## config.mk

```make
export PLATFORM = sky130hd
export DESIGN_NAME = frame_sequencer
export DESIGN_NICKNAME = d
export VERILOG_FILES = /design/src/rtl/frame_sequencer.sv
export SDC_FILE = /design/constraint.sdc
export NUM_CORES = 1
export LEC_CHECK = 0
export ABC_AREA = 0
export BUFFER_PORTS_ARGS = -buffer_cell sky130_fd_sc_hd__buf_2
export CAP_MARGIN = 20
export CORE_MARGIN = 4
export CORE_UTILIZATION = 45
export DETAILED_ROUTE_END_ITERATION = 16
export HOLD_SLACK_MARGIN = 0.06
export PLACE_DENSITY_LB_ADDON = 0.12
export SYNTH_ARGS = -nofsm -noshare
export SYNTH_HDL_FRONTEND = slang
export SYNTH_SLANG_ARGS = --single-unit
```

## constraint.sdc

```tcl
create_clock -name clk -period 2.1 [get_ports clk]
set_input_delay 0.315 -clock clk [delete_from_list [all_inputs] [get_ports clk]]
set_output_delay 0.315 -clock clk [all_outputs]
set_load 0.005 [all_outputs]
```

## src/rtl/frame_sequencer.sv

```systemverilog
`default_nettype none
// ============================================================================
// Module      : frame_sequencer
// Description : APU frame counter ($4017). Divides the CPU-cycle enable into
//               quarter-frame and half-frame pulses and raises the frame IRQ.
//               Optional macro FRAME_SEQ_WRITE_DELAY_EN delays the counter
//               reset after a $4017 write by 3 or 4 CPU cycles (parity based).
// Revision    : 1.0 - initial release
// ============================================================================
module frame_sequencer #(
  parameter int STEP1 = 7457,
  parameter int STEP2 = 14913,
  parameter int STEP3 = 22371,
  parameter int STEP4 = 29829,
  parameter int STEP5 = 37281,
  parameter int CNT_W = 16
) (
  input  logic       clk,
  input  logic       rst_n,
  input  logic       cpu_ce,
  input  logic       wr_4017,
  input  logic [7:0] wr_data,
  input  logic       rd_4015,
  output logic       quarter_frame,
  output logic       half_frame,
  output logic       frame_irq,
  output logic       irq_n,
  output logic       mode
);

  localparam logic [CNT_W-1:0] S1  = CNT_W'(STEP1);
  localparam logic [CNT_W-1:0] S2  = CNT_W'(STEP2);
  localparam logic [CNT_W-1:0] S3  = CNT_W'(STEP3);
  localparam logic [CNT_W-1:0] S4  = CNT_W'(STEP4);
  localparam logic [CNT_W-1:0] S5  = CNT_W'(STEP5);
  localparam logic [CNT_W-1:0] ONE = CNT_W'(1);

  logic [CNT_W-1:0] cyc;
  logic             inhibit;
  logic             reset_now;   // this cpu_ce forces cyc to 0 (write-triggered)

  // Only mode and inhibit bits of the write data are meaningful
  logic unused_wr_bits;
  assign unused_wr_bits = &{1'b0, wr_data[5:0]};

`ifdef FRAME_SEQ_WRITE_DELAY_EN
  logic       parity;
  logic [2:0] dly;             // cpu_ce count remaining until the counter reset

  assign reset_now = cpu_ce && (dly == 3'd1);

  // Parity toggle and write-to-reset countdown; a new write restarts it
  always_ff @(posedge clk or negedge rst_n) begin
    if (!rst_n) begin
      parity <= 1'b0;
      dly    <= 3'd0;
    end else begin
      if (cpu_ce) parity <= ~parity;
      if (wr_4017)
        dly <= parity ? 3'd3 : 3'd4;
      else if (cpu_ce && (dly != 3'd0))
        dly <= dly - 3'd1;
    end
  end
`else
  logic pend;

  assign reset_now = cpu_ce && pend;

  // Pending counter reset: armed by any write, consumed by the next cpu_ce
  always_ff @(posedge clk or negedge rst_n) begin
    if (!rst_n)
      pend <= 1'b0;
    else if (wr_4017)
      pend <= 1'b1;
    else if (cpu_ce)
      pend <= 1'b0;
  end
`endif

  // Step decode from the current count; the final step depends on mode
  logic at_s1, at_s2, at_s3, at_s4, at_s5;
  logic at_wrap, ev_quarter, ev_half, irq_set, irq_clr, irq_next;

  assign at_s1 = (cyc == S1);
  assign at_s2 = (cyc == S2);
  assign at_s3 = (cyc == S3);
  assign at_s4 = (cyc == S4);
  assign at_s5 = (cyc == S5);

  // >= keeps the counter bounded if mode drops to 0 while cyc is past STEP4
  assign at_wrap = mode ? (cyc >= S5) : (cyc >= S4);

  // The counter reset in 5-step mode also clocks the units immediately
  assign ev_half    = at_s2 | (at_s4 & ~mode) | (at_s5 & mode) | (reset_now & mode);
  assign ev_quarter = at_s1 | at_s3 | ev_half;

  // Set has priority over either clear source
  assign irq_set  = cpu_ce & at_s4 & ~mode & ~inhibit;
  assign irq_clr  = rd_4015 | (wr_4017 & wr_data[6]);
  assign irq_next = irq_set | (frame_irq & ~irq_clr);

  // Counter, mode/inhibit latches, registered pulses and IRQ flag
  always_ff @(posedge clk or negedge rst_n) begin
    if (!rst_n) begin
      cyc           <= '0;
      mode          <= 1'b0;
      inhibit       <= 1'b0;
      frame_irq     <= 1'b0;
      irq_n         <= 1'b1;
      quarter_frame <= 1'b0;
      half_frame    <= 1'b0;
    end else begin
      quarter_frame <= cpu_ce & ev_quarter;
      half_frame    <= cpu_ce & ev_half;
      frame_irq     <= irq_next;
      irq_n         <= ~irq_next;
      if (wr_4017) begin
        mode    <= wr_data[7];
        inhibit <= wr_data[6];
      end
      if (cpu_ce)
        cyc <= (reset_now || at_wrap) ? '0 : cyc + ONE;
    end
  end

endmodule
`default_nettype wire

```

==> results.toml, run 1 <==
[drt]
wl_per_cell_um = 14.1
drt_first_iter_violations = 56
drt_wl_total_um = 2840
drc = 0
drt-vias-per-instance = 5.87
dr_total_vias = 1179
drt-pass1-iter-count = 4
final_antenna_net_count = 0

[worst_setup_path]
path_cells = "nand4_1 -> or4_1 -> nor4b_2 -> o22ai_2 -> a21oi_2 -> buf_4 -> nor2_1"
slowest_stage = "or4_1"
critical-path-max-stage-delay_ns = 0.47
buffering_stage_count_on_the_worst_path_with_inverters_included = 1
timing.critical_path.from_type = "register"
worstSetupEndpointType = "register"
critPathTopFamily = "simple AND/OR/NAND/NOR gates"
critical_path_required_ns = 2.31
timing.critical_path.fanout_max = 11
critical_path_data_arrival_time_ns = 2.18
ff2ff_setup_slack_ns = 0.13
setup.worst_path.class = "reg -> reg"

[sta]
final_hold_viol_count = 0
rsz0062_at_grt = "false"
maxClockFrequency_mhz = 508
report.final.slew_viol_count = 0
timing.setup.tns_ns = 0
max_slew.worst_pin.slew_ns = 0.522
final.period_utilization_pct = 93.8
maxSlewHeadroom_pct = 65.2
final_period_minus_worst_setup_slack_ns = 1.97
setup_viol = 0
worst_clock_skew_ns = 0.00372
layout_setup_ws_ns = 0.130

[floorplan]
die_area_mm2 = 0.00402
die_height_um = 63.4
std_cell_rows = 19
floorplan.core_area_mm2 = 0.00285
pin_count = 18
floorplan.initialDensity_pct = 48.4
chipWidth_um = 63.4

[layout]
area_growth_pct = 9.69
nFillCells = 271
final_design_area_no_fill_mm2 = 0.00152
multi_input_comb_area_um2 = 698
layout.nets = 187
layout-drive-gt1-share_pct = 18.2
insertedDiodeCount = 0
register_area_um2 = 577

[synthesis]
netlist.area_leader.share_pct = 39.9
synth_area_mm2 = 0.00138
ys_ff_latch = 23
yosys.area.top_type = "dfrtp_1"
number_of_enable_flip_flop_cells_after_synthesis = 0
dominantRegCellSynth = "dfrtp_1"
yosysSeqAreaShare_pct = 41.8
post_synth.cell_area_avg_um2 = 8.74
number_of_unique_standard_cell_types_used_by_synthesis = 41
ys_warn_count = 0
synth_nets = 174
synthesis.instances = 158
synth_async_sr_flop_share_pct = 100
synth.top_cells.by_area = "dfrtp_1 40%, nor2_1 6.3%, nand3_1 5.1%, xor2_1 3.8%, nand4_1 3.2%"

[placed_design]
detailed_place_hpwl_um = 2090
io_buffers = 11
finalWeightedCongestion = 0.815
post-place-ws_ns = 0.141
placedInstanceArea_mm2 = 0.00148

[cts]
cts_buffers = 3
cts_tree = "done"
clockBufferDepth = 2
htree_num_levels = 1
cts.root.buffer_cell = "clkbuf_4"
cts_sinks = 23
worstSkewPairLatency_ns = 0.31
post_cts_setup_driven_buffer_insertion_count = 0
path_clk_slew_ns = 0.13

[outcome]
run_status = "finished clean"

[grt]
grt_pass1_vias = 1121
number_of_antenna_violations_at_the_first_check_in_global_routing = 0
grt_overflow_total = 0
grt_max_degree = 24
global_route_wire_length_before_repair_um = 5030
track_usage_pct = 15.5

[hold_path]
timing.hold.worst.class = "in -> reg"

[run]
max_cap_violations = 0

[power]
peak_supply_drop_mv = 0.350
p_leak_nw = 0.656
powerDensity_mw_per_mm2 = 495
## cells in the final DEF, fill, tap and decap left out, types with 3 or more instances in the layout
cell,netlist,layout
o21ai_0,5,5
and3_1,3,3
nor2_1,23,23
nand4_1,7,7
nand2_1,9,9
dfrtp_1,22,22
xor2_1,6,6
a21oi_1,3,3
buf_4,0,9
nand3_1,14,14
buf_2,2,11
xnor2_1,5,5
inv_1,11,11
clkbuf_4,0,3
## registers in the layout, summed over array words and instances, names as in the netlist
register / cells
half_frame: 1
pend: 1
mode: 1
quarter_frame: 1
cyc: 16
irq_n: 1
inhibit: 1
frame_irq: 1
## cells in the mapped netlist (2+ instances only)
cell type and number:
nor3_1 2, and3_1 3, buf_2 2, xnor2_1 5, o21a_1 2, a21oi_1 3, o22ai_1 2, xor2_1 6
and4b_1 2, nand2_1 9, and2_1 2, inv_1 11, clkbuf_1 8, and4_1 2, nor2_1 23, ha_1 3
or4_1 2, buf_6 2, nor3b_1 2, nand3_1 14, nor4_1 2, o21ai_0 5, nand4_1 7, dfrtp_1 22
## cell type report
type	instances	share of cell area [%]
tap	31	2.56
clock buffer	3	1.49
timing repair buffer	21	8.75
multi-input combinational	111	46.1
inverter	11	2.73
sequential	23	38.1
clock inverter	1	0.330
## timing repair
action / in CTS / in global routing
gates resized for setup: 0 / 1
endpoints found under the hold margin: 22 / 0
hold buffers: 1 / 0
setup endpoints to repair: 0 / 11
## power by group
part	internal, mW	switching, mW	total (mW)
registers	0.454	0.00876	0.463
logic	0.0314	0.0500	0.0813
clock network	0.0712	0.134	0.206
## worst register-to-register path: stages, from the launching register on
cell	delay, ns
dfrtp_1	0.44
nand4_1	0.10
or4_1	0.47
nor4b_2	0.29
o22ai_2	0.18
a21oi_2	0.14
buf_4	0.19
nor2_1	0.07
## metrics by stage
step	cells	util [%]	total power [mW]	hold WS (ns)
6_report	201	53.1	0.750	0.218
5_1_grt	201	53.1	0.793	0.208
4_1_cts	201	53.0	0.759	0.211
3_5_place_dp	196	51.7	0.551	0.317
3_3_place_gp	196	51.7	0.550	0.305
2_1_floorplan	158	-	0.519	0.0194
## layer usage
metal | up-vias | global-route usage, % | wire (um)
met5 | - | 0 | 0
met4 | 0 | 6.47 | 47
met3 | 5 | 2.49 | 172
met2 | 37 | 23.5 | 1290
met1 | 560 | 21.8 | 1330
li1 | 577 | - | -
## kinds of logic (layout without fill, tap and decap cells)
| family | count (synthesis) | after routing | share of synthesized area [%] |
|---|---|---|---|
| simple gates | 73 | 73 | 28.1 |
| buf+inv | 24 | 36 | 7.88 |
| compound gates | 23 | 23 | 11.8 |
| flops | 23 | 23 | 41.8 |
| xor+xnor | 11 | 11 | 6.97 |
| fa+ha+maj | 3 | 3 | 2.72 |
| mux | 1 | 1 | 0.815 |
## final timing paths
check                      cells after the start             to       from
min in group asynchronous                      2  quarter_frame      rst_n
max in group asynchronous                      2          irq_n      rst_n
setup reg to reg                               7         cyc[9]     cyc[7]
hold reg to reg                                3          irq_n  frame_irq
hold / removal                                 2        inhibit    wr_4017
setup / recovery                               7         cyc[9]     cyc[7]
No activity file was read; power rests on OpenSTA's default activity.
==> run 2: changes to the inputs <==
--- a/config.mk
+++ b/config.mk
@@ -7,7 +7,7 @@
 export LEC_CHECK = 0
 export ABC_AREA = 0
 export BUFFER_PORTS_ARGS = -buffer_cell sky130_fd_sc_hd__buf_2
-export CAP_MARGIN = 20
+export CAP_MARGIN = 25
 export CORE_MARGIN = 4
 export CORE_UTILIZATION = 45
 export DETAILED_ROUTE_END_ITERATION = 16
==> constraint.sdc (replaced) <==
create_clock -name clk -period 2.03 [get_ports clk]
set_input_delay 0.3045 -clock clk [delete_from_list [all_inputs] [get_ports clk]]
set_output_delay 0.3045 -clock clk [all_outputs]
set_load 0.005 [all_outputs]
==> run 2 against run 1 <==
Compared with the run above: design area grew 3.3%; wire length increased by 7.4%; hold slack worse by 0.0061 ns; fmax rose by 2.6%; clock-buffer cell count is 1 higher; combinational power grew 15%; sequential share of layout area decreased by 1.1 points; critical path depth unchanged; utilization is 1.8 points higher; die area unchanged; clock skew is 0.0040 ns higher; critical endpoint is now cyc[6]; largest power group unchanged.
==> results.toml, run 2 (same netlist as run 1, synthesis figures left out) <==
[power]
powerDensity_mw_per_mm2 = 499
finalPower_mw = 0.781
internal_power_mw = 0.584
p_leak_nw = 0.661
swShare_pct = 25.2
p_clk_share_pct = 26.5
peak_supply_drop_mv = 0.366
power.share.combinational_pct = 11.9
net_switching_power_mw = 0.196
share_seq_of_total_power_pct = 61.6

[cts]
cts_tree = "done"
cts_buffers = 3
cts.root.buffer_cell = "clkbuf_4"
worstSkewPairLatency_ns = 0.31
cts_sinks = 23
clockBufferDepth = 2
path_clk_slew_ns = 0.12
htree_num_levels = 1

[drt]
drc = 0
wl_per_cell_um = 15.1
drt-vias-per-instance = 5.83
drt_wl_total_um = 3040
final_antenna_net_count = 0
dr_total_vias = 1178
drt-pass1-iter-count = 4
drt_first_iter_violations = 52

[floorplan]
chipWidth_um = 63.4
pin_count = 18
floorplan.core_area_mm2 = 0.00285
die_area_mm2 = 0.00402
floorplan.initialDensity_pct = 48.4
std_cell_rows = 19
die_height_um = 63.4

[layout]
insertedDiodeCount = 0
area_growth_pct = 13.3
layout.nets = 188
layout-drive-gt1-share_pct = 21.1
layoutNonFillerInstCount = 202
layout_commonest_cell = "nor2_1"
regMostFlops = "cyc"
layout_common_cells = "22 x nor2_1, 20 x dfrtp_1, 14 x nand3_1"
nFillCells = 263
multi_input_comb_area_um2 = 736
largest_reg_flops = 16
register_area_um2 = 579

[worst_setup_path]
buffering_stage_count_on_the_worst_path_with_inverters_included = 1
slowest_stage = "or4_1"
setup.worst_path.class = "reg -> reg"
path_cells = "nand4_1 -> or4_1 -> nor4b_4 -> o22ai_4 -> a21oi_2 -> buf_6 -> nor2_1"
worstSetupEndpointType = "register"
critical-path-max-stage-delay_ns = 0.48
critical_path_data_arrival_time_ns = 2.13
critPathTopFamily = "simple AND/OR/NAND/NOR gates"
critical_path_required_ns = 2.24
timing.critical_path.from_type = "register"
timing.critical_path.fanout_max = 11

[sta]
final.period_utilization_pct = 94.6
max_slew.worst_pin.slew_ns = 0.542
maxClockFrequency_mhz = 521
timing.setup.tns_ns = 0
final_hold_viol_count = 0
setup_viol = 0
final.hold.worst_slack_ns = 0.212
rsz0062_at_grt = "false"
layout_setup_ws_ns = 0.110
report.final.slew_viol_count = 0
final_period_minus_worst_setup_slack_ns = 1.92
maxSlewHeadroom_pct = 63.5
worst_clock_skew_ns = 0.00770

[placed_design]
io_buffers = 11
detailed_place_hpwl_um = 2100
post-place-ws_ns = 0.0548
placed_cells_incl_taps = 196
finalWeightedCongestion = 0.831

[grt]
grt_pass1_vias = 1092
globalRouteMet2Util_pct = 24.1
grt_max_degree = 24
number_of_antenna_violations_at_the_first_check_in_global_routing = 0
track_usage_pct = 15.5
groute.layer.met1.usage_pct = 21.3
grt_busiest_layer = "met2"
grt_overflow_total = 0
global_route_wire_length_before_repair_um = 4950
groute.layer.met3.usage_pct = 2.84

[run]
max_cap_violations = 0

[outcome]
run_status = "finished clean"

[hold_path]
timing.hold.worst.class = "in -> reg"
==> run 2: power groups by stage <==
| stage | clock, mW | combinational [mW] | sequential (mW) |
|---|---|---|---|
| 2_1_floorplan | 0 | 0.0512 | 0.486 |
| 3_3_place_gp | 0 | 0.0815 | 0.487 |
| 3_5_place_dp | 0 | 0.0835 | 0.488 |
| 4_1_cts | 0.219 | 0.0853 | 0.479 |
| 5_1_grt | 0.232 | 0.104 | 0.483 |
| 6_report | 0.207 | 0.0931 | 0.481 |
==> run 2: stage by stage <==
step,util [%],cell area [um2]
after detailed placement,51.7,1480
final,54.9,1570
after CTS,53.0,1510
after global placement,51.7,1480
after floorplan,-,1380
after global routing,54.9,1570
==> run 2: worst paths after layout <==
check | startpoint | endpoint | slack [ns] | cells after the start
worst max-delay path | cyc[7] | cyc[6] | 0.11 | 7
worst min-delay path | wr_4017 | inhibit | 0.21 | 2
worst max register to register | cyc[7] | cyc[6] | 0.11 | 7
worst min register to register | frame_irq | irq_n | 0.54 | 3
max in group asynchronous | rst_n | cyc[8] | 1.17 | 2
min in group asynchronous | rst_n | cyc[14] | 0.48 | 2
==> run 2: layout make-up <==
cell class              count  share of cell area, %
flip-flops and latches     23                   37.0
well taps                  31                   2.48
repair buffers             22                   9.19
clock buffers               4                   1.68
inverters                  11                   2.64
multi-input cells         111                   47.0
==> run 2: timing repair <==
action	in CTS	in global routing
resized for setup	0	10
setup endpoints to repair	0	11
buffers inserted	0	1
endpoints found under the hold margin	22	0
hold buffers	1	0
==> run 2: per-layer routing <==
layer	routed length [um]	up-vias
met5	0	-
met1	1410	564
li1	-	580
met4	50	0
met3	131	7
met2	1450	27
==> run 3: changes to the inputs <==
--- a/config.mk
+++ b/config.mk
@@ -9,7 +9,7 @@
 export BUFFER_PORTS_ARGS = -buffer_cell sky130_fd_sc_hd__buf_2
 export CAP_MARGIN = 25
 export CORE_MARGIN = 4
-export CORE_UTILIZATION = 45
+export CORE_UTILIZATION = 55
 export DETAILED_ROUTE_END_ITERATION = 16
 export HOLD_SLACK_MARGIN = 0.06
 export PLACE_DENSITY_LB_ADDON = 0.12
==> run 3 against run 2 <==
Compared with the run above: design area decreased by 0.56%; register-to-register slack got worse by 0.06 ns; wire length about the same; die area decreased by 16%; total power increased by 0.19%; sequential share of layout area increased by 0.13 points; clock-buffer cell count unchanged; first-iteration DRC count decreased by 17%; clock power about the same; sequential cell count unchanged; critical path type unchanged.
==> results.toml, run 3 (same netlist as run 1, synthesis figures left out) <==
[sta]
layout_setup_ws_ns = 0.0530
report.final.slew_viol_count = 0
maxClockFrequency_mhz = 506
max_slew.worst_pin.slew_ns = 0.506
maxSlewHeadroom_pct = 66.3
final_hold_viol_count = 0
timing.setup.tns_ns = 0
worst_clock_skew_ns = 0.00551
final_period_minus_worst_setup_slack_ns = 1.98
final.period_utilization_pct = 97.4
setup_viol = 0

[placed_design]
post-place-ws_ns = 0.0601
placed_cells_incl_taps = 193
finalWeightedCongestion = 0.872
detailed_place_hpwl_um = 2110
io_buffers = 11

[worst_setup_path]
cp_common_cell = "buf_4"
critical-path-max-stage-delay_ns = 0.45
timing.critical_path.from_type = "register"
crit-reg2reg-launch = "cyc[10]"
slowest_stage = "o311ai_0"
timing.reg2reg.worst_path_depth = 7
path_cells = "buf_4 -> o311ai_0 -> nand3_1 -> o22ai_2 -> a21oi_2 -> buf_4 -> nor2_1"
critPathTopFamily = "compound AO/OA/AOI/OAI gates"
regToRegEndpoint = "cyc[10]"
buffering_stage_count_on_the_worst_path_with_inverters_included = 2
ff2ff_setup_slack_ns = 0.05
critical_path_required_ns = 2.28
worstSetupEndpointType = "register"
critical_path_data_arrival_time_ns = 2.23
timing.critical_path.fanout_max = 11
setup.worst_path.class = "reg -> reg"

[cts]
cts.root.buffer_cell = "clkbuf_4"
clockBufferDepth = 2
path_clk_slew_ns = 0.11
worstSkewPairLatency_ns = 0.32
cts_sinks = 23
htree_num_levels = 1
cts_buffers = 3
cts_tree = "done"

[power]
share_seq_of_total_power_pct = 61.3
peak_supply_drop_mv = 0.376
p_clk_share_pct = 26.8
net_switching_power_mw = 0.198
power.share.combinational_pct = 11.9
internal_power_mw = 0.584
p_leak_nw = 0.672
swShare_pct = 25.3
powerDensity_mw_per_mm2 = 502

[layout]
largest_reg_flops = 16
area_growth_pct = 12.7
layout_commonest_cell = "nor2_1"
layoutNonFillerInstCount = 200
layout_common_cells = "22 x nor2_1, 21 x dfrtp_1, 14 x nand3_1"
nFillCells = 188
insertedDiodeCount = 0
layout.nets = 189
layout-drive-gt1-share_pct = 21.5
regMostFlops = "cyc"

[floorplan]
die_area_mm2 = 0.00338
floorplan.core_area_mm2 = 0.00230
std_cell_rows = 17
floorplan.initialDensity_pct = 60.1
chipWidth_um = 58.1
die_height_um = 58.1
pin_count = 18

[run]
max_cap_violations = 0

[drt]
drt-pass1-iter-count = 4
wl_per_cell_um = 15.2
drc = 0
dr_total_vias = 1207
final_antenna_net_count = 0
drt_wl_total_um = 3050
drt-vias-per-instance = 6.04
drt_first_iter_violations = 43

[hold_path]
timing.hold.worst_path_depth = 2
hold_end = "inhibit"
worst_hold_startpoint = "wr_4017"
timing.hold.worst.class = "in -> reg"

[grt]
global_route_wire_length_before_repair_um = 4920
number_of_antenna_violations_at_the_first_check_in_global_routing = 0
grt_overflow_total = 0
track_usage_pct = 18.8
grt_max_degree = 24
grt_pass1_vias = 1123

[outcome]
run_status = "finished clean"
==> run 3: per-stage QoR <==
stage	power, mW	area [um2]	hold slack [ns]	utilization [%]
6_report	0.782	1560	0.210	67.8
5_1_grt	0.831	1560	0.206	67.8
4_1_cts	0.783	1510	0.204	65.6
3_5_place_dp	0.571	1470	0.298	64.1
3_3_place_gp	0.567	1470	0.289	64.1
2_1_floorplan	0.537	1380	0.00891	-
==> run 3: timing repair <==
item,4_1_cts,5_1_grt
endpoints found under the setup margin,0,12
hold buffers,1,0
buffers inserted,0,2
resized for setup,0,8
hold endpoints to repair,22,0
==> run 3: final cells by class <==
type	instances	area (um2)	share of cell area (%)
clock buffers	4	26.3	1.69
repair buffers	23	148	9.49
flip-flops and latches	23	578	37.1
multi-input cells	111	728	46.8
well taps	28	35.0	2.25
inverters	11	41.3	2.65
==> run 3: layer usage <==
layer	vias to the layer above	global-route usage, %	wire, um
li1	580	-	-
met4	0	5.96	27
met2	37	29.4	1470
met5	-	0	0
met3	4	5.57	155
met1	586	24.9	1390
==> run 3: worst max-delay path by stage <==
stage	start	end	slack, ns	cells after the start
3_3_place_gp	cyc[8]	cyc[5]	0.13	7
5_1_grt	cyc[8]	cyc[14]	-0.04	8
3_5_place_dp	cyc[8]	cyc[15]	0.06	7
6_report	cyc[10]	cyc[10]	0.05	7
4_1_cts	cyc[8]	cyc[10]	0.04	7
2_1_floorplan	cyc[11]	cyc[6]	0.16	7
==> run 3: power by group through the flow <==
stage	clock (mW)	sequential, mW	combinational (mW)
2_1_floorplan	0	0.486	0.0512
3_3_place_gp	0	0.487	0.0803
3_5_place_dp	0	0.488	0.0831
4_1_cts	0.219	0.479	0.0853
5_1_grt	0.247	0.481	0.103
6_report	0.210	0.479	0.0930
